--- src/rtl/mm_pkg.sv ---
// Shared definitions for the MM instruction issue path: instruction width,
// bit positions of the buffer-select and option flags, operand field ranges,
// and the issue FSM state type.
package mm_pkg;

    localparam int MM_INST_BIT_WIDTH = 128;

    // Single-bit selects and options.
    localparam int SRC_1A = 1;
    localparam int SRC_1B = 2;
    localparam int SRC_2A = 3;
    localparam int SRC_2B = 4;
    localparam int DST_2A = 9;
    localparam int DST_2B = 10;
    localparam int RELU   = 12;
    localparam int ACC    = 13;
    localparam int BIAS   = 14;

    // Multi-bit fields as [MSB:LSB].
    localparam int W_START_MSB   = 44;
    localparam int W_START_LSB   = 32;
    localparam int B_START_MSB   = 56;
    localparam int B_START_LSB   = 48;
    localparam int IN_START_MSB  = 74;
    localparam int IN_START_LSB  = 64;
    localparam int CO_MSB        = 87;
    localparam int CO_LSB        = 80;
    localparam int CI_MSB        = 95;
    localparam int CI_LSB        = 88;
    localparam int OUT_START_MSB = 106;
    localparam int OUT_START_LSB = 96;
    localparam int N_MSB         = 127;
    localparam int N_LSB         = 112;

    typedef enum logic [1:0] {
        ST_IDLE   = 2'd0,
        ST_ISSUE  = 2'd1,
        ST_WAIT   = 2'd2,
        ST_RETIRE = 2'd3
    } issue_state_t;

endpackage

--- src/rtl/mm_inst_issue_if.sv ---
// Handshake/bus bundle between dispatcher, issue stage and mm wrapper.
// Ports: instruction valid/ready/data in, ctrl_instruction + ap_start/ap_done to mm,
// done pulse/count, sticky error with clear, busy. slave = issue stage, master = environment.
interface mm_inst_issue_if #(
    parameter int W         = 128,
    parameter int CNT_WIDTH = 16
);
    logic                 inst_valid;
    logic                 inst_ready;
    logic [W-1:0]         inst_data;
    logic [W-1:0]         ctrl_instruction;
    logic                 ap_start;
    logic                 ap_done;
    logic                 done_valid;
    logic [CNT_WIDTH-1:0] done_count;
    logic                 err_illegal;
    logic                 err_clear;
    logic                 busy;

    modport slave (
        input  inst_valid, inst_data, ap_done, err_clear,
        output inst_ready, ctrl_instruction, ap_start, done_valid, done_count,
               err_illegal, busy
    );

    modport master (
        output inst_valid, inst_data, ap_done, err_clear,
        input  inst_ready, ctrl_instruction, ap_start, done_valid, done_count,
               err_illegal, busy
    );
endinterface

--- src/rtl/mm_inst_fifo.sv ---
// Synchronous FIFO holding queued instructions (no bypass).
// Latency: a pushed word is visible at pop_data the cycle after the push.
// Backpressure: full blocks pushes, empty blocks pops; push+pop together keeps occupancy.
// Ports: clk/rst, push/push_data, pop/pop_data, full, empty.
module mm_inst_fifo #(
    parameter int WIDTH = 128,
    parameter int DEPTH = 4
) (
    input  logic             clk,
    input  logic             rst,
    input  logic             push,
    input  logic [WIDTH-1:0] push_data,
    input  logic             pop,
    output logic [WIDTH-1:0] pop_data,
    output logic             full,
    output logic             empty
);
    localparam int AW = $clog2(DEPTH);
    localparam logic [AW-1:0] PTR_ONE  = 1;
    localparam logic [AW:0]   CNT_ONE  = 1;
    localparam logic [AW:0]   CNT_FULL = (AW+1)'(DEPTH);

    logic [WIDTH-1:0] mem [DEPTH];
    logic [AW-1:0]    wr_ptr;
    logic [AW-1:0]    rd_ptr;
    logic [AW:0]      count;
    logic             do_push;
    logic             do_pop;

    assign full     = (count == CNT_FULL);
    assign empty    = (count == '0);
    assign do_push  = push && !full;
    assign do_pop   = pop && !empty;
    assign pop_data = mem[rd_ptr];

    // Storage needs no reset: empty gates every read.
    always_ff @(posedge clk) begin
        if (do_push) begin
            mem[wr_ptr] <= push_data;
        end
    end

    always_ff @(posedge clk or posedge rst) begin
        if (rst) begin
            wr_ptr <= '0;
            rd_ptr <= '0;
            count  <= '0;
        end else begin
            if (do_push) wr_ptr <= wr_ptr + PTR_ONE;
            if (do_pop)  rd_ptr <= rd_ptr + PTR_ONE;
            case ({do_push, do_pop})
                2'b10:   count <= count + CNT_ONE;
                2'b01:   count <= count - CNT_ONE;
                default: count <= count;
            endcase
        end
    end
endmodule

--- src/rtl/mm_inst_issue.sv ---
// Issue stage: queues MM instructions, screens buffer selects, starts mm and retires on ap_done.
// Latency: push at edge t -> ap_start during cycle t+2; ap_done at d -> done_valid at d+1.
// Backpressure: inst_ready drops when the FIFO is full; one instruction in flight at a time.
// Ports: kernel_clk, kernel_rst (async, active-high), io (mm_inst_issue_if.slave).
module mm_inst_issue
    import mm_pkg::*;
#(
    parameter int INST_W     = MM_INST_BIT_WIDTH,
    parameter int FIFO_DEPTH = 4,
    parameter int CNT_WIDTH  = 16
) (
    input  logic            kernel_clk,
    input  logic            kernel_rst,
    mm_inst_issue_if.slave  io
);
    localparam logic [CNT_WIDTH-1:0] CNT_ONE = 1;

    logic              fifo_full;
    logic              fifo_empty;
    logic              fifo_pop;
    logic [INST_W-1:0] pop_data;

    issue_state_t         state;
    logic [INST_W-1:0]    ctrl_q;
    logic                 legal_q;
    logic                 noop_q;
    logic                 start_q;
    logic                 done_q;
    logic [CNT_WIDTH-1:0] cnt_q;
    logic                 err_q;
    logic                 busy_q;

    logic [3:0] src;
    logic [1:0] dst;
    logic       legal;
    logic       noop;

    assign fifo_pop = (state == ST_IDLE) && !fifo_empty;

    mm_inst_fifo #(
        .WIDTH (INST_W),
        .DEPTH (FIFO_DEPTH)
    ) u_fifo (
        .clk       (kernel_clk),
        .rst       (kernel_rst),
        .push      (io.inst_valid),
        .push_data (io.inst_data),
        .pop       (fifo_pop),
        .pop_data  (pop_data),
        .full      (fifo_full),
        .empty     (fifo_empty)
    );

    // Screening of the word at the FIFO head; only consumed when it is popped.
    always_comb begin
        src   = pop_data[SRC_2B:SRC_1A];
        dst   = pop_data[DST_2B:DST_2A];
        legal = $onehot(src) && $onehot(dst)
             && !(pop_data[SRC_2A] && pop_data[DST_2A])
             && !(pop_data[SRC_2B] && pop_data[DST_2B])
             && (pop_data[CI_MSB:CI_LSB] != '0)
             && (pop_data[CO_MSB:CO_LSB] != '0);
        noop  = (pop_data[N_MSB:N_LSB] == '0);
    end

    always_ff @(posedge kernel_clk or posedge kernel_rst) begin
        if (kernel_rst) begin
            state   <= ST_IDLE;
            ctrl_q  <= '0;
            legal_q <= 1'b0;
            noop_q  <= 1'b0;
            start_q <= 1'b0;
            done_q  <= 1'b0;
            cnt_q   <= '0;
            err_q   <= 1'b0;
            busy_q  <= 1'b0;
        end else begin
            start_q <= 1'b0;
            done_q  <= 1'b0;
            busy_q  <= !fifo_empty || (state != ST_IDLE);

            // Placed ahead of the FSM so an illegal-word set in ISSUE overrides it.
            if (io.err_clear) begin
                err_q <= 1'b0;
            end

            case (state)
                ST_IDLE: begin
                    if (!fifo_empty) begin
                        ctrl_q  <= pop_data;
                        legal_q <= legal;
                        noop_q  <= noop;
                        // Start is raised on entry so it is high for the whole ISSUE cycle.
                        start_q <= legal && !noop;
                        state   <= ST_ISSUE;
                    end
                end
                ST_ISSUE: begin
                    if (!legal_q) begin
                        err_q <= 1'b1;
                        state <= ST_IDLE;
                    end else if (noop_q || io.ap_done) begin
                        done_q <= 1'b1;
                        cnt_q  <= cnt_q + CNT_ONE;
                        state  <= ST_RETIRE;
                    end else begin
                        state <= ST_WAIT;
                    end
                end
                ST_WAIT: begin
                    if (io.ap_done) begin
                        done_q <= 1'b1;
                        cnt_q  <= cnt_q + CNT_ONE;
                        state  <= ST_RETIRE;
                    end
                end
                ST_RETIRE: begin
                    state <= ST_IDLE;
                end
                default: state <= ST_IDLE;
            endcase
        end
    end

    assign io.inst_ready       = !fifo_full;
    assign io.ctrl_instruction = ctrl_q;
    assign io.ap_start         = start_q;
    assign io.done_valid       = done_q;
    assign io.done_count       = cnt_q;
    assign io.err_illegal      = err_q;
    assign io.busy             = busy_q;
endmodule

--- src/flat_wrapper.sv ---
// flat-port wrapper written by rule: the top's interface ports become plain ports
module mm_inst_issue_flat import mm_pkg::*;
#(
    parameter int INST_W     = MM_INST_BIT_WIDTH,
    parameter int FIFO_DEPTH = 4,
    parameter int CNT_WIDTH  = 16
)
  (kernel_clk, kernel_rst, io_inst_valid, io_inst_data, io_ap_done, io_err_clear, io_inst_ready, io_ctrl_instruction, io_ap_start, io_done_valid, io_done_count, io_err_illegal, io_busy);
  mm_inst_issue_if #(.W((128)), .CNT_WIDTH(CNT_WIDTH)) io_i ();
  input  logic kernel_clk;
  input  logic kernel_rst;
  input wire logic [$bits(io_i.inst_valid)-1:0] io_inst_valid;
  input wire logic [$bits(io_i.inst_data)-1:0] io_inst_data;
  input wire logic [$bits(io_i.ap_done)-1:0] io_ap_done;
  input wire logic [$bits(io_i.err_clear)-1:0] io_err_clear;
  output wire logic [$bits(io_i.inst_ready)-1:0] io_inst_ready;
  output wire logic [$bits(io_i.ctrl_instruction)-1:0] io_ctrl_instruction;
  output wire logic [$bits(io_i.ap_start)-1:0] io_ap_start;
  output wire logic [$bits(io_i.done_valid)-1:0] io_done_valid;
  output wire logic [$bits(io_i.done_count)-1:0] io_done_count;
  output wire logic [$bits(io_i.err_illegal)-1:0] io_err_illegal;
  output wire logic [$bits(io_i.busy)-1:0] io_busy;
  assign io_i.inst_valid = io_inst_valid;
  assign io_i.inst_data = io_inst_data;
  assign io_i.ap_done = io_ap_done;
  assign io_i.err_clear = io_err_clear;
  assign io_inst_ready = io_i.inst_ready;
  assign io_ctrl_instruction = io_i.ctrl_instruction;
  assign io_ap_start = io_i.ap_start;
  assign io_done_valid = io_i.done_valid;
  assign io_done_count = io_i.done_count;
  assign io_err_illegal = io_i.err_illegal;
  assign io_busy = io_i.busy;
  mm_inst_issue #(.INST_W(INST_W), .FIFO_DEPTH(FIFO_DEPTH), .CNT_WIDTH(CNT_WIDTH)) u_core (.kernel_clk(kernel_clk), .kernel_rst(kernel_rst), .io(io_i));
endmodule
--- config.mk ---
export PLATFORM = sky130hd
export DESIGN_NAME = mm_inst_issue_flat
export DESIGN_NICKNAME = d
export VERILOG_FILES = /design/src/rtl/mm_pkg.sv /design/src/rtl/mm_inst_issue_if.sv /design/src/rtl/mm_inst_fifo.sv /design/src/rtl/mm_inst_issue.sv /design/src/flat_wrapper.sv
export SDC_FILE = /design/constraint.sdc
export NUM_CORES = 1
export LEC_CHECK = 0
export ABC_AREA = 1
export CAP_MARGIN = 20
export CELL_PAD_IN_SITES_DETAIL_PLACEMENT = 1
export CELL_PAD_IN_SITES_GLOBAL_PLACEMENT = 1
export CORE_ASPECT_RATIO = 1.1
export CORE_MARGIN = 5
export CORE_UTILIZATION = 40
export CTS_BUF_LIST = sky130_fd_sc_hd__clkbuf_8
export DETAILED_ROUTE_END_ITERATION = 8
export HOLD_SLACK_MARGIN = 0.02
export PLACE_DENSITY_LB_ADDON = 0.1
export SYNTH_ARGS = -nofsm -noshare
export SYNTH_HDL_FRONTEND = slang
export SYNTH_SLANG_ARGS = --single-unit
export TNS_END_PERCENT = 100
--- constraint.sdc ---
create_clock -name kernel_clk -period 7 [get_ports kernel_clk]
set_input_delay 1.05 -clock kernel_clk [delete_from_list [all_inputs] [get_ports kernel_clk]]
set_output_delay 1.05 -clock kernel_clk [all_outputs]
set_load 0.01 [all_outputs]
Word-level counts from Yosys, hierarchy flattened:

Memories as Yosys holds them, arrays and structs flattened.
Index checks and enable logic that the tools add are counted.

* add/subtract/negate cells: 9
* equality and inequality tests: 12
* muxes and demuxes: 21
* bitwise gates (word level): 1
* reductions and logical operators: 29

Operator list (count)
* $mux 16: 3
* $pmux 16 s2: 1
* $add 16x1->16 const B: 1
* $logic_not 16->1: 1
* $reduce_bool 8->1: 2
* $logic_and 1x1->1: 11
* $mux 1: 11
* $pmux 2 s4: 1
* $add 1x1->2: 3
* $eq 2x1->1 const B: 3
* $eq 2x2->1 const B: 3
* $mux 2: 3
* $pmux 3 s2: 1
* $reduce_bool 2->1: 3
* $logic_not 1->1: 5
* $add 2x1->2 const B: 2
* $ne 2x1->1 const B: 2
* $ne 2x2->1 const B: 2
* $reduce_and 2->1: 2
* $reduce_and 4->1: 1
* $add 3x1->3 const B: 1
* $add 3x3->3: 1
* $eq 3x1->1 const B: 1
* $eq 3x3->1 const B: 1
* 6 further kinds: 7

* register bits: 159
* bits in writable memories: 512
* output and inout bits: 149
* word-level logic and storage cells: 85
* memories kept: 1

Memory list
* u_core.u_fifo.mem: depth 4, width 128, read ports 1, clocked after Yosys merged registers in 0, write ports 1, RTL line mm_inst_fifo.sv:23 `logic [WIDTH-1:0] mem [DEPTH];`

Logic depth before layout (Yosys ltp):

Gate-level depths: netlist of the first run.
An unclocked memory read counts as a cell.

* word-level depth: 12
* mapped depth: 18
* gate-level depth less buffers: 15

By module:

Synthesis of the first run repeated with hierarchy kept, for this count alone.

* cell total of the unflattened synthesis: 2287
* area total of the unflattened synthesis: 27188.6 um^2

By module, submodules not included
* mm_inst_fifo: times used 1, cells an instance 1555, area an instance 20861.3 um^2, sequential area each 15549.9 um^2
* mm_inst_issue: times used 1, cells an instance 732, area an instance 6327.3 um^2, sequential area each 3803.6 um^2

Worst setup path after synthesis of the first run:

Ideal clock, no wire load.

* path kind: input -> register
* start: in io_inst_valid
* end: mem u_core.u_fifo.mem[0][0], enable pin
* library setup time: 0.617 ns
* arrival time: 6.554 ns
* data required time: 6.383 ns
* path slack: -0.172 ns
* stages: 2
* buffers on the path: 0
* cells stage by stage: nand2_1 nor2_1

* cells in the longest elaborated chain, start to end: 3

Ends and longest elaborated chain
* from (decl): RTL line flat_wrapper.sv:12 `input wire logic [$bits(io_i.inst_valid)-1:0] io_inst_valid;`
* $logic_and 1x1->1: RTL line mm_inst_fifo.sv:32 `assign do_push = push && !full;`
* $mux 1: RTL line mm_inst_fifo.sv:38 `if (do_push) begin`
* $mux 1 (not written as such): RTL line mm_inst_fifo.sv:39 `mem[wr_ptr] <= push_data;`
* to (decl): RTL line mm_inst_fifo.sv:23

Every way passes these cells.

Worst setup path after layout of the first run:

* start: reg u_core.u_fifo.rd_ptr[0]
* end: reg u_core.start_q (netlist: u_core.io.ap_start)

* cells in the longest elaborated chain, start to end: 12
* elaborated cells between the ends (all ways): 23
* those cells by class: add/sub: 4; eq/ne: 2; mux: 2; reduce/logical: 14; memory: 1

Ends and longest elaborated chain
* from (decl): RTL line mm_inst_fifo.sv:25 `logic [AW-1:0] rd_ptr;`
* from (signal assigned): RTL line mm_inst_fifo.sv:50 `if (do_pop) rd_ptr <= rd_ptr + PTR_ONE;`
* $mem_v2 4x128 *
* via u_core.pop_data[3]: RTL line mm_inst_issue.sv:21 `logic [INST_W-1:0] pop_data;`
* $add 1x1->2 (not written as such): RTL line mm_inst_issue.sv:58 `legal = $onehot(src) && $onehot(dst)`
* $add 3x3->3 (not written as such): RTL line mm_inst_issue.sv:58
* $eq 3x1->1: RTL line mm_inst_issue.sv:58
* $logic_and 1x1->1: RTL line mm_inst_issue.sv:58
* $logic_and 1x1->1 *: RTL line mm_inst_issue.sv:59 `&& !(pop_data[SRC_2A] && pop_data[DST_2A])`
* $logic_and 1x1->1 *: RTL line mm_inst_issue.sv:60 `&& !(pop_data[SRC_2B] && pop_data[DST_2B])`
* $logic_and 1x1->1 *: RTL line mm_inst_issue.sv:61 `&& (pop_data[CI_MSB:CI_LSB] != '0)`
* $logic_and 1x1->1 *: RTL line mm_inst_issue.sv:62 `&& (pop_data[CO_MSB:CO_LSB] != '0);`
* $logic_and 1x1->1 *: RTL line mm_inst_issue.sv:94 `start_q <= legal && !noop;`
* $mux 1 *: RTL line mm_inst_issue.sv:89 `if (!fifo_empty) begin`
* $mux 1 *: RTL line mm_inst_issue.sv:87 `case (state)`
* to (signal assigned): RTL line mm_inst_issue.sv:94
* to (decl): RTL line mm_inst_issue.sv:27 `logic start_q;`

The timed path passes the listed nets; every way through them passes the cells marked *.
A chain may end at the register's enable or synchronous reset.

==> results.sh, run 1 <==
export IMPL_outcome="finished, final reports clean"
export IMPL_clk_pin_slew_ps=60
export IMPL_ir_drop_mv=0.226
export IMPL_start_util_pct=40.2
export IMPL_wl_um=67700
export IMPL_drc=0
export IMPL_slowest_stage="dfrtp_4"
export IMPL_fmax_ghz=0.258
export IMPL_pre_cts_ws_ps=3010
export IMPL_synth_simple_area_share_pct=13.0
export IMPL_synth_most_common_cell="edfxtp_1"
export IMPL_netlist_area_leader_share_pct=60.4
export IMPL_fin_crit_sh_pct=55.4
export IMPL_ys_seq_elements=671
export IMPL_ioPinCount=282
export IMPL_rsz0062_at_grt="false"
export IMPL_first_iter_violations=814
export IMPL_cts_resized_gates=0
export IMPL_async_flop_share_pct=23.7
export IMPL_grt_max_degree=144
export IMPL_worstHoldStart="u_core.io.done_count[15]"
export IMPL_dr_pass1_iters=5
export IMPL_synthFlopType="edfxtp_1"
export IMPL_synth_cells=2025
export IMPL_syn2layout_area_growth_pct=21.9
export IMPL_powerDensity_nw_per_um2=446
export IMPL_netlist_area_um2=25500
export IMPL_cp_arrival_ps=4480
export IMPL_seq_area_frac_synth_pct=76.0
export IMPL_synthXorXnorAreaFrac_pct=0.653
export IMPL_endpoint_kind="flip-flop"
export IMPL_first_global_vias=17600
export IMPL_clk_path_buf_depth=3
export IMPL_hold_buffers=0
export IMPL_startpoint="u_core.u_fifo.rd_ptr[0]"
export IMPL_crit_chain="inv_6 -> nand2_1 -> nand3_1 -> nand2_1 -> inv_1 -> ha_1 -> ha_1 -> fa_1 -> inv_1 -> nand2_1 -> nor3_1 -> nand2_1 -> nor2_1 -> nand3_1 -> nor2_1"
export IMPL_route_antenna_remaining_nets=0
export IMPL_yosys_area_share_adder_pct=0.796
export IMPL_synth_compound_area_share_pct=6.87
export IMPL_synth_top_cells_by_area="edfxtp_1 60%, dfrtp_1 16%, nor2_1 7.1%, o21ai_0 4.5%, nand2_1 4.1%"
export IMPL_clock_latency_ps=680
export IMPL_synth_fp_nets=2173
export IMPL_synth_mux_area_share_pct=0
export IMPL_worstMarginPinSlew_ps=1070
export IMPL_dp_hpwl_um=39400
export IMPL_clock_root_buffer="clkbuf_8"
export IMPL_nets=2465
export IMPL_syn_area_per_cell_um2=12.6
export IMPL_min_path_type="reg2reg"
export IMPL_drive_gt1_share_pct=6.89
export IMPL_finalNonFillerCells=3252
export IMPL_coreArea_um2=63400
export IMPL_skew_ps=17.8
export IMPL_die_w_um=251
export IMPL_required_ps=7600
export IMPL_htreeDepth=3
export IMPL_worstSetupPathType="reg2reg"
export IMPL_setup_viol=0
export IMPL_fin_crit_ps=3880
export IMPL_post_cts_buffers=0
export IMPL_overflow=0
export IMPL_routedWlPerCell_um=20.8
export IMPL_critical_path_buf_inv_count=3
export IMPL_via_per_inst=5.06
export IMPL_critPathMaxStageDelay_ps=1060
export IMPL_slew_headroom_pct=28.7
export IMPL_finalMaxSlewViolations=0
export IMPL_cp_top_family="flip-flops"
export IMPL_synth_edf_count=512
export IMPL_hold_violations=0
export IMPL_yosys_area_top_type="edfxtp_1"
export IMPL_die_h_um=275
export IMPL_synth_cell_types=25
export IMPL_antenna_found_initial=6
export IMPL_filler_cell_count=6529
export IMPL_ys_warn_count=0
export IMPL_vias=16500
export IMPL_die_area_um2=68800
export IMPL_synth_top_family_by_area="simple AND/OR/NAND/NOR gates"
export IMPL_fp_row_count=97
export IMPL_r2r_start="u_core.u_fifo.rd_ptr[0]"
export IMPL_dp_cells=3049
export IMPL_globalplace_congestion=0.759
export IMPL_utilization_pct=49.0
export IMPL_p_total_mw=13.8
export IMPL_cts_inserted_buffers=106
export IMPL_cts_sinks=671
export IMPL_grtUsageTotal_pct=19.3
export IMPL_p_leak_nw=11.4
export IMPL_port_buffer_count=281
export IMPL_maxCapViolCount=0
export IMPL_setup_ws_ps=3120
export IMPL_cts_tree="done"
export IMPL_start_kind="flip-flop"
export IMPL_worstPathMaxFanout=143
export IMPL_grt_first_pass_wirelength_um=104000
export IMPL_crit_top_cell="nand2_1"
export IMPL_yosys_top_cells_count="512 x edfxtp_1, 481 x nor2_1, 281 x nand2_1"
-- power by group --
part / leakage, nW / total [mW] / switching (mW) / internal (mW)
sequential: 6.53 / 6.04 / 0.627 / 5.41
clock: 1.26 / 3.14 / 1.49 / 1.65
combinational: 3.63 / 4.65 / 2.92 / 1.73
-- state kept, by name, summed over array words and instances, names as in the netlist, 2 cells and up, named ones only --
name                        count
u_core.u_fifo.count             3
u_core.io.done_count           16
u_core.u_fifo.rd_ptr            2
u_core.u_fifo.mem             512
u_core.u_fifo.wr_ptr            2
u_core.io.ctrl_instruction    128
-- layout make-up --
| cell class | count | area [um2] | share of cell area, % |
|---|---|---|---|
| sequential | 671 | 19400 | 62.4 |
| multi-input combinational | 1210 | 5460 | 17.6 |
| timing repair buffer | 298 | 2990 | 9.62 |
| clock buffer | 129 | 1780 | 5.72 |
| tap | 841 | 1050 | 3.39 |
| clock inverter | 70 | 272 | 0.875 |
| inverter | 30 | 130 | 0.419 |
| antenna | 3 | 7.51 | 0.0242 |
-- kinds of logic after synthesis --
group                    count (synthesis)
flip-flops                             671
AO/OA/AOI/OAI                          326
buffers and inverters                  144
XOR/XNOR                                19
adder cells (fa/ha/maj)                 15
AND/OR/NAND/NOR                        850
-- cells in the final DEF (no fill, tap or decap), types with 3 or more instances in the layout --
cell type        synthesis  layout
clkbuf_8                 0     129
o22ai_1                  3       3
nand2_1                281     280
a31oi_1                 90      90
inv_1                   25      80
ha_1                    13      13
clkinv_1                 0       9
o21ai_0                227     227
dfrtp_1                159     157
xor2_1                  11      11
a21oi_1                  5       5
edfxtp_1               512     512
diode_2                  0       3
nor2_4                   0       4
inv_6                    0       3
clkdlybuf4s50_1          0     281
nor3_1                   5       5
nand3_1                 80      80
buf_4                   10      14
nor2_1                 481     477
xnor2_1                  8       8
clkinv_2                 0       4
-- path summary, 6_finish.rpt --
path / end / slack (ps) / cells after the start
min in group asynchronous: u_core.io.ctrl_instruction[23] / 880 / 2
setup reg to reg: u_core.io.ap_start / 3120 / 15
max in group asynchronous: u_core.io.ctrl_instruction[90] / 4710 / 3
hold reg to reg: u_core.io.done_count[15] / 480 / 1
setup / recovery: u_core.io.ap_start / 3120 / 15
hold / removal: u_core.io.done_count[15] / 480 / 1
-- metrics by stage --
stage          hold slack, ps  setup TNS, ps  instance area [um2]
2_1_floorplan             444         -87910                25500
5_1_grt                   495              0                31000
3_3_place_gp              466              0                29000
6_report                  479              0                31000
3_5_place_dp              472              0                29000
4_1_cts                   487              0                31000
-- per-layer routing --
metal | track usage (%) | vias to the layer above | wire length [um]
met4 | 6.35 | 4 | 1610
met1 | 24.8 | 8323 | 29000
met3 | 3.85 | 101 | 3410
met5 | 0 | - | 23
li1 | - | 7663 | -
met2 | 33.2 | 372 | 33700
-- worst reg2reg max path, cell delays in order, from the launching register on --
cell and delay (ps):
dfrtp_4 1060, inv_6 630, nand2_1 270, nand3_1 100, nand2_1 160, inv_1 60, ha_1 290, ha_1 200
fa_1 420, inv_1 60, nand2_1 40, nor3_1 160, nand2_1 80, nor2_1 90, nand3_1 90, nor2_1 90
Note: power is estimated with default switching activity, not from simulation.
==> inputs of run 2 (changes only) <==
==> constraint.sdc (replaced) <==
create_clock -name kernel_clk -period 3.2 [get_ports kernel_clk]
set_input_delay 0.48 -clock kernel_clk [delete_from_list [all_inputs] [get_ports kernel_clk]]
set_output_delay 0.48 -clock kernel_clk [all_outputs]
set_load 0.01 [all_outputs]
==> run 2 against run 1 <==
Compared with the run above: utilization rose by 0.51 points; final cell count is 1.1% higher; combinational power up 130%; critical path type unchanged; critical endpoint unchanged.
==> results.sh, run 2 (synthesis results as in run 1) <==
export IMPL_nets=2488
export IMPL_first_iter_violations=725
export IMPL_endpoint_kind="flip-flop"
export IMPL_dp_hpwl_um=39100
export IMPL_critPathMaxStageDelay_ps=560
export IMPL_clock_root_buffer="clkbuf_8"
export IMPL_p_leak_nw=11.5
export IMPL_fin_crit_ps=2790
export IMPL_start_kind="flip-flop"
export IMPL_fmax_ghz=0.358
export IMPL_crit_chain="inv_4 -> o21ai_0 -> o22ai_1 -> ha_1 -> ha_1 -> fa_1 -> inv_1 -> nand2_1 -> nor3_1 -> nand2_1 -> nor2_1 -> nand3_1 -> nor2_1"
export IMPL_finalMaxSlewViolations=0
export IMPL_globalplace_congestion=0.764
export IMPL_fin_crit_sh_pct=87.2
export IMPL_cts_inserted_buffers=111
export IMPL_clock_latency_ps=690
export IMPL_setup_viol=0
export IMPL_ioPinCount=282
export IMPL_ir_drop_mv=1.09
export IMPL_r2r_cells=13
export IMPL_required_ps=3810
export IMPL_overflow=0
export IMPL_port_buffer_count=281
export IMPL_via_per_inst=4.98
export IMPL_min_path_type="in2async"
export IMPL_cts_resized_gates=0
export IMPL_p_total_mw=30.4
export IMPL_outcome="finished, final reports clean"
export IMPL_clk_path_buf_depth=3
export IMPL_slowest_stage="dfrtp_4"
export IMPL_routedWlPerCell_um=20.5
export IMPL_fp_row_count=97
export IMPL_regToRegEndpoint="u_core.io.ap_start"
export IMPL_mostFrequentLayoutCell="edfxtp_1"
export IMPL_r2r_slack_ps=410
export IMPL_cp_arrival_ps=3400
export IMPL_worstPathMaxFanout=17
export IMPL_powerDensity_nw_per_um2=968
export IMPL_route_antenna_remaining_nets=0
export IMPL_vias=16400
export IMPL_hold_buffers=0
export IMPL_grtUsageTotal_pct=19.3
export IMPL_coreArea_um2=63400
export IMPL_grt_max_degree=240
export IMPL_grt_first_pass_wirelength_um=104000
export IMPL_drc=0
export IMPL_critical_path_buf_inv_count=2
export IMPL_regMostFlops="u_core.u_fifo.mem"
export IMPL_worstMarginPinSlew_ps=1150
export IMPL_start_util_pct=40.2
export IMPL_slew_headroom_pct=23.5
export IMPL_post_cts_buffers=0
export IMPL_dp_cells=3068
export IMPL_cts_tree="done"
export IMPL_dr_pass1_iters=4
export IMPL_cp_top_family="adder cells"
export IMPL_cts_sinks=671
export IMPL_maxCapViolCount=0
export IMPL_skew_ps=22.0
export IMPL_htreeDepth=3
export IMPL_die_h_um=275
export IMPL_die_area_um2=68800
export IMPL_final_cell_mix="512 x edfxtp_1, 477 x nor2_1, 281 x clkdlybuf4s50_1, 280 x nand2_1, 227 x o21ai_0"
export IMPL_die_w_um=251
export IMPL_filler_cell_count=6535
export IMPL_register_area_um2=19400
export IMPL_multi_input_area_um2=5460
export IMPL_clk_pin_slew_ps=60
export IMPL_hold_violations=0
export IMPL_worstSetupPathType="reg2reg"
export IMPL_r2r_start="u_core.u_fifo.rd_ptr[1]"
export IMPL_finalNonFillerCells=3287
export IMPL_syn2layout_area_growth_pct=23.1
export IMPL_wl_um=67400
export IMPL_largest_reg_flops=512
export IMPL_antenna_found_initial=13
export IMPL_drive_gt1_share_pct=7.83
export IMPL_first_global_vias=17600
export IMPL_rsz0062_at_grt="false"
run 2: routing by layer:
metal / track usage, % / up-vias / wire (um)
met5: 0 / - / 89
met4: 5.43 / 12 / 1060
met1: 24.4 / 8245 / 29500
li1: - / 7730 / -
met3: 4.44 / 77 / 3280
met2: 33.5 / 305 / 33500
run 2: worst reg2reg max path, delay by kind of cell (launching register included):
family,cells,cell delay [ps]
AOI/OAI and AO/OA,2,370
adders and majority gates,3,930
buffers and inverters,2,300
DFF,1,560
and+or+nand+nor,6,570
run 2: worst max-delay path by stage:
stage                                 start                 endpoint  depth (start not counted)
finish              u_core.u_fifo.rd_ptr[1]       u_core.io.ap_start                         13
global route        u_core.u_fifo.rd_ptr[1]       u_core.io.ap_start                         13
CTS                 u_core.u_fifo.rd_ptr[1]       u_core.io.ap_start                         13
detailed placement  u_core.u_fifo.rd_ptr[1]       u_core.io.ap_start                         13
global placement    u_core.u_fifo.rd_ptr[1]       u_core.io.ap_start                         13
floorplan            u_core.u_fifo.count[0]  u_core.u_fifo.mem[0][0]                          4
run 2: layout make-up:
cell class / instances / share of cell area (%)
flip-flops and latches: 671 / 61.7
multi-input cells: 1210 / 17.4
repair buffers: 316 / 10.6
clock buffers: 120 / 5.27
well taps: 841 / 3.35
clock inverters: 91 / 1.20
inverters: 30 / 0.411
diodes: 8 / 0.0638
run 2: where the power goes:
group | total [mW] | leakage [nW] | switching [mW] | internal (mW)
Sequential | 12.8 | 6.53 | 1.00 | 11.8
Clock | 6.81 | 1.24 | 3.36 | 3.45
Combinational | 10.7 | 3.77 | 6.76 | 3.97
run 2: stage by stage:
| step | worst slack [ps] | instance area, um2 | util, % | hold WS, ps | TNS (ps) |
|---|---|---|---|---|---|
| after floorplan | -1380 | 25500 | - | 444 | -705570 |
| after global placement | 514 | 29300 | 46.3 | 465 | 0 |
| after detailed placement | 425 | 29300 | 46.3 | 466 | 0 |
| after CTS | 425 | 31300 | 49.5 | 292 | 0 |
| after global routing | 201 | 31400 | 49.5 | 324 | 0 |
| final | 408 | 31400 | 49.5 | 346 | 0 |
==> inputs of run 3 (changes only) <==
==> constraint.sdc (replaced) <==
create_clock -name kernel_clk -period 3.3 [get_ports kernel_clk]
set_input_delay 0.495 -clock kernel_clk [delete_from_list [all_inputs] [get_ports kernel_clk]]
set_output_delay 0.495 -clock kernel_clk [all_outputs]
set_load 0.01 [all_outputs]
==> run 3 against run 2 <==
Compared with the run above: worst setup slack worse by 170 ps; via count up 0.23%; critical endpoint unchanged; register-to-register slack got worse by 170 ps; first-iteration DRC count increased by 8.8%; sequential power about the same; utilization grew 0.25 points; worst hold slack worse by 16 ps; combinational power about the same; clock-buffer cell count increased by 9; sequential share of layout area shrank 0.32 points; routed wire length down 0.66%.
==> results.sh, run 3 (synthesis results as in run 1) <==
export IMPL_antenna_found_initial=12
export IMPL_dp_cells=3062
export IMPL_r2r_slack_ps=240
export IMPL_maxCapViolCount=0
export IMPL_setup_ws_ps=242
export IMPL_dp_hpwl_um=38700
export IMPL_regMostFlops="u_core.u_fifo.mem"
export IMPL_grt_max_degree=240
export IMPL_die_area_um2=68800
export IMPL_hold_buffers=0
export IMPL_cts_inserted_buffers=110
export IMPL_wl_um=67000
export IMPL_route_antenna_remaining_nets=0
export IMPL_mostFrequentLayoutCell="edfxtp_1"
export IMPL_crit_chain="inv_6 -> o21ai_0 -> o22ai_2 -> ha_1 -> ha_1 -> fa_1 -> inv_1 -> nand2_1 -> nor3_1 -> nand2_1 -> nor2_1 -> nand3_2 -> nor2_1"
export IMPL_via_per_inst=5.01
export IMPL_first_global_vias=17900
export IMPL_vias=16400
export IMPL_port_buffer_count=281
export IMPL_clock_root_buffer="clkbuf_8"
export IMPL_fmax_ghz=0.327
export IMPL_die_h_um=275
export IMPL_nets=2481
export IMPL_finalNonFillerCells=3274
export IMPL_syn2layout_area_growth_pct=23.8
export IMPL_slowest_stage="dfrtp_4"
export IMPL_cp_arrival_ps=3670
export IMPL_comb_power_share_pct=34.3
export IMPL_critical_path_buf_inv_count=2
export IMPL_dr_pass1_iters=4
export IMPL_first_iter_violations=789
export IMPL_cts_tree="done"
export IMPL_drive_gt1_share_pct=8.33
export IMPL_routedWlPerCell_um=20.5
export IMPL_finalMaxSlewViolations=0
export IMPL_swShare_pct=35.8
export IMPL_critPathMaxStageDelay_ps=580
export IMPL_p_int_mw=19.4
export IMPL_power_switching_mw=10.8
export IMPL_fp_row_count=97
export IMPL_fin_crit_ps=3060
export IMPL_pre_cts_ws_ps=-18.1
export IMPL_cp_num_cells=13
export IMPL_htreeDepth=3
export IMPL_grt_first_pass_wirelength_um=103000
export IMPL_regToRegEndpoint="u_core.io.ap_start"
export IMPL_powerDensity_nw_per_um2=957
export IMPL_drc=0
export IMPL_r2r_cells=13
export IMPL_worstMarginPinSlew_ps=1150
export IMPL_clock_latency_ps=680
export IMPL_skew_ps=17.2
export IMPL_ir_drop_mv=0.841
export IMPL_min_path_type="in2async"
export IMPL_die_w_um=251
export IMPL_p_leak_nw=11.6
export IMPL_coreArea_um2=63400
export IMPL_endpoint_kind="flip-flop"
export IMPL_outcome="finished, final reports clean"
export IMPL_globalplace_congestion=0.740
export IMPL_final_cell_mix="512 x edfxtp_1, 477 x nor2_1, 281 x clkdlybuf4s50_1, 280 x nand2_1, 227 x o21ai_0"
export IMPL_largest_reg_flops=512
export IMPL_overflow=0
export IMPL_clkPwrFrac_pct=24.4
export IMPL_slew_headroom_pct=23.0
export IMPL_cts_sinks=671
export IMPL_worstSetupPathType="reg2reg"
export IMPL_fin_crit_sh_pct=92.7
export IMPL_start_kind="flip-flop"
export IMPL_ioPinCount=282
export IMPL_r2r_start="u_core.u_fifo.rd_ptr[0]"
export IMPL_clk_pin_slew_ps=60
export IMPL_p_seq_share_pct=41.3
export IMPL_hold_violations=0
export IMPL_start_util_pct=40.2
export IMPL_utilization_pct=49.8
export IMPL_clk_path_buf_depth=3
export IMPL_fin_setup_tns_ps=0
export IMPL_required_ps=3910
export IMPL_worstPathMaxFanout=21
export IMPL_grtUsageTotal_pct=19.2
export IMPL_cp_top_family="adder cells"
export IMPL_setup_viol=0
[run 3: how the worst max path moves through the flow]
| stage | start | end | slack (ps) |
|---|---|---|---|
| 6_report | u_core.u_fifo.rd_ptr[0] | u_core.io.ap_start | 240 |
| 5_1_grt | u_core.u_fifo.rd_ptr[0] | u_core.io.ap_start | -30 |
| 4_1_cts | u_core.u_fifo.rd_ptr[1] | u_core.io.ap_start | 70 |
| 3_5_place_dp | u_core.u_fifo.rd_ptr[1] | u_core.io.ap_start | -20 |
| 3_3_place_gp | u_core.u_fifo.rd_ptr[1] | u_core.io.ap_start | 50 |
| 2_1_floorplan | u_core.u_fifo.count[0] | u_core.u_fifo.mem[0][0] | -1280 |
[run 3: power groups by stage]
| stage | Combinational [mW] | Sequential (mW) | Clock, mW |
|---|---|---|---|
| after detailed placement | 10.6 | 12.6 | 0 |
| after floorplan | 5.88 | 12.8 | 0 |
| final | 10.4 | 12.5 | 7.35 |
| after CTS | 10.6 | 12.5 | 7.59 |
| after global placement | 10.3 | 12.6 | 0 |
| after global routing | 11.6 | 12.7 | 8.02 |
[run 3: worst register-to-register path: stages (launching register included)]
cell	delay [ps]
dfrtp_4	580
inv_6	140
o21ai_0	240
o22ai_2	140
ha_1	310
ha_1	210
fa_1	430
inv_1	70
nand2_1	50
nor3_1	240
nand2_1	90
nor2_1	180
nand3_2	190
nor2_1	140
[run 3: per-layer routing]
| metal | wire [um] | up-vias | GRT usage [%] |
|---|---|---|---|
| met5 | 61 | - | 0 |
| met4 | 1300 | 8 | 6.16 |
| met3 | 3440 | 95 | 4.41 |
| met2 | 33700 | 337 | 33.4 |
| met1 | 28500 | 8263 | 24.0 |
| li1 | - | 7703 | - |
[run 3: per-stage QoR]
stage	power (mW)	hold WS (ps)	area (um2)
2_1_floorplan	18.7	444	25500
3_3_place_gp	22.8	465	29200
3_5_place_dp	23.2	471	29200
4_1_cts	30.7	300	31500
5_1_grt	32.3	344	31500
6_report	30.2	329	31500
[run 3: repair_timing]
item | CTS | global route
endpoints found under the setup margin | 1 | 2
resized for setup | 1 | 3
setup buffers | 0 | 0
[run 3: layout make-up]
class / instances / area, um2
inverters: 30 / 131
diodes: 7 / 17.5
multi-input cells: 1210 / 5480
flip-flops and latches: 671 / 19400
well taps: 841 / 1050
clock inverters: 76 / 505
fillers: 6529 / 31800
repair buffers: 310 / 3210
clock buffers: 129 / 1780
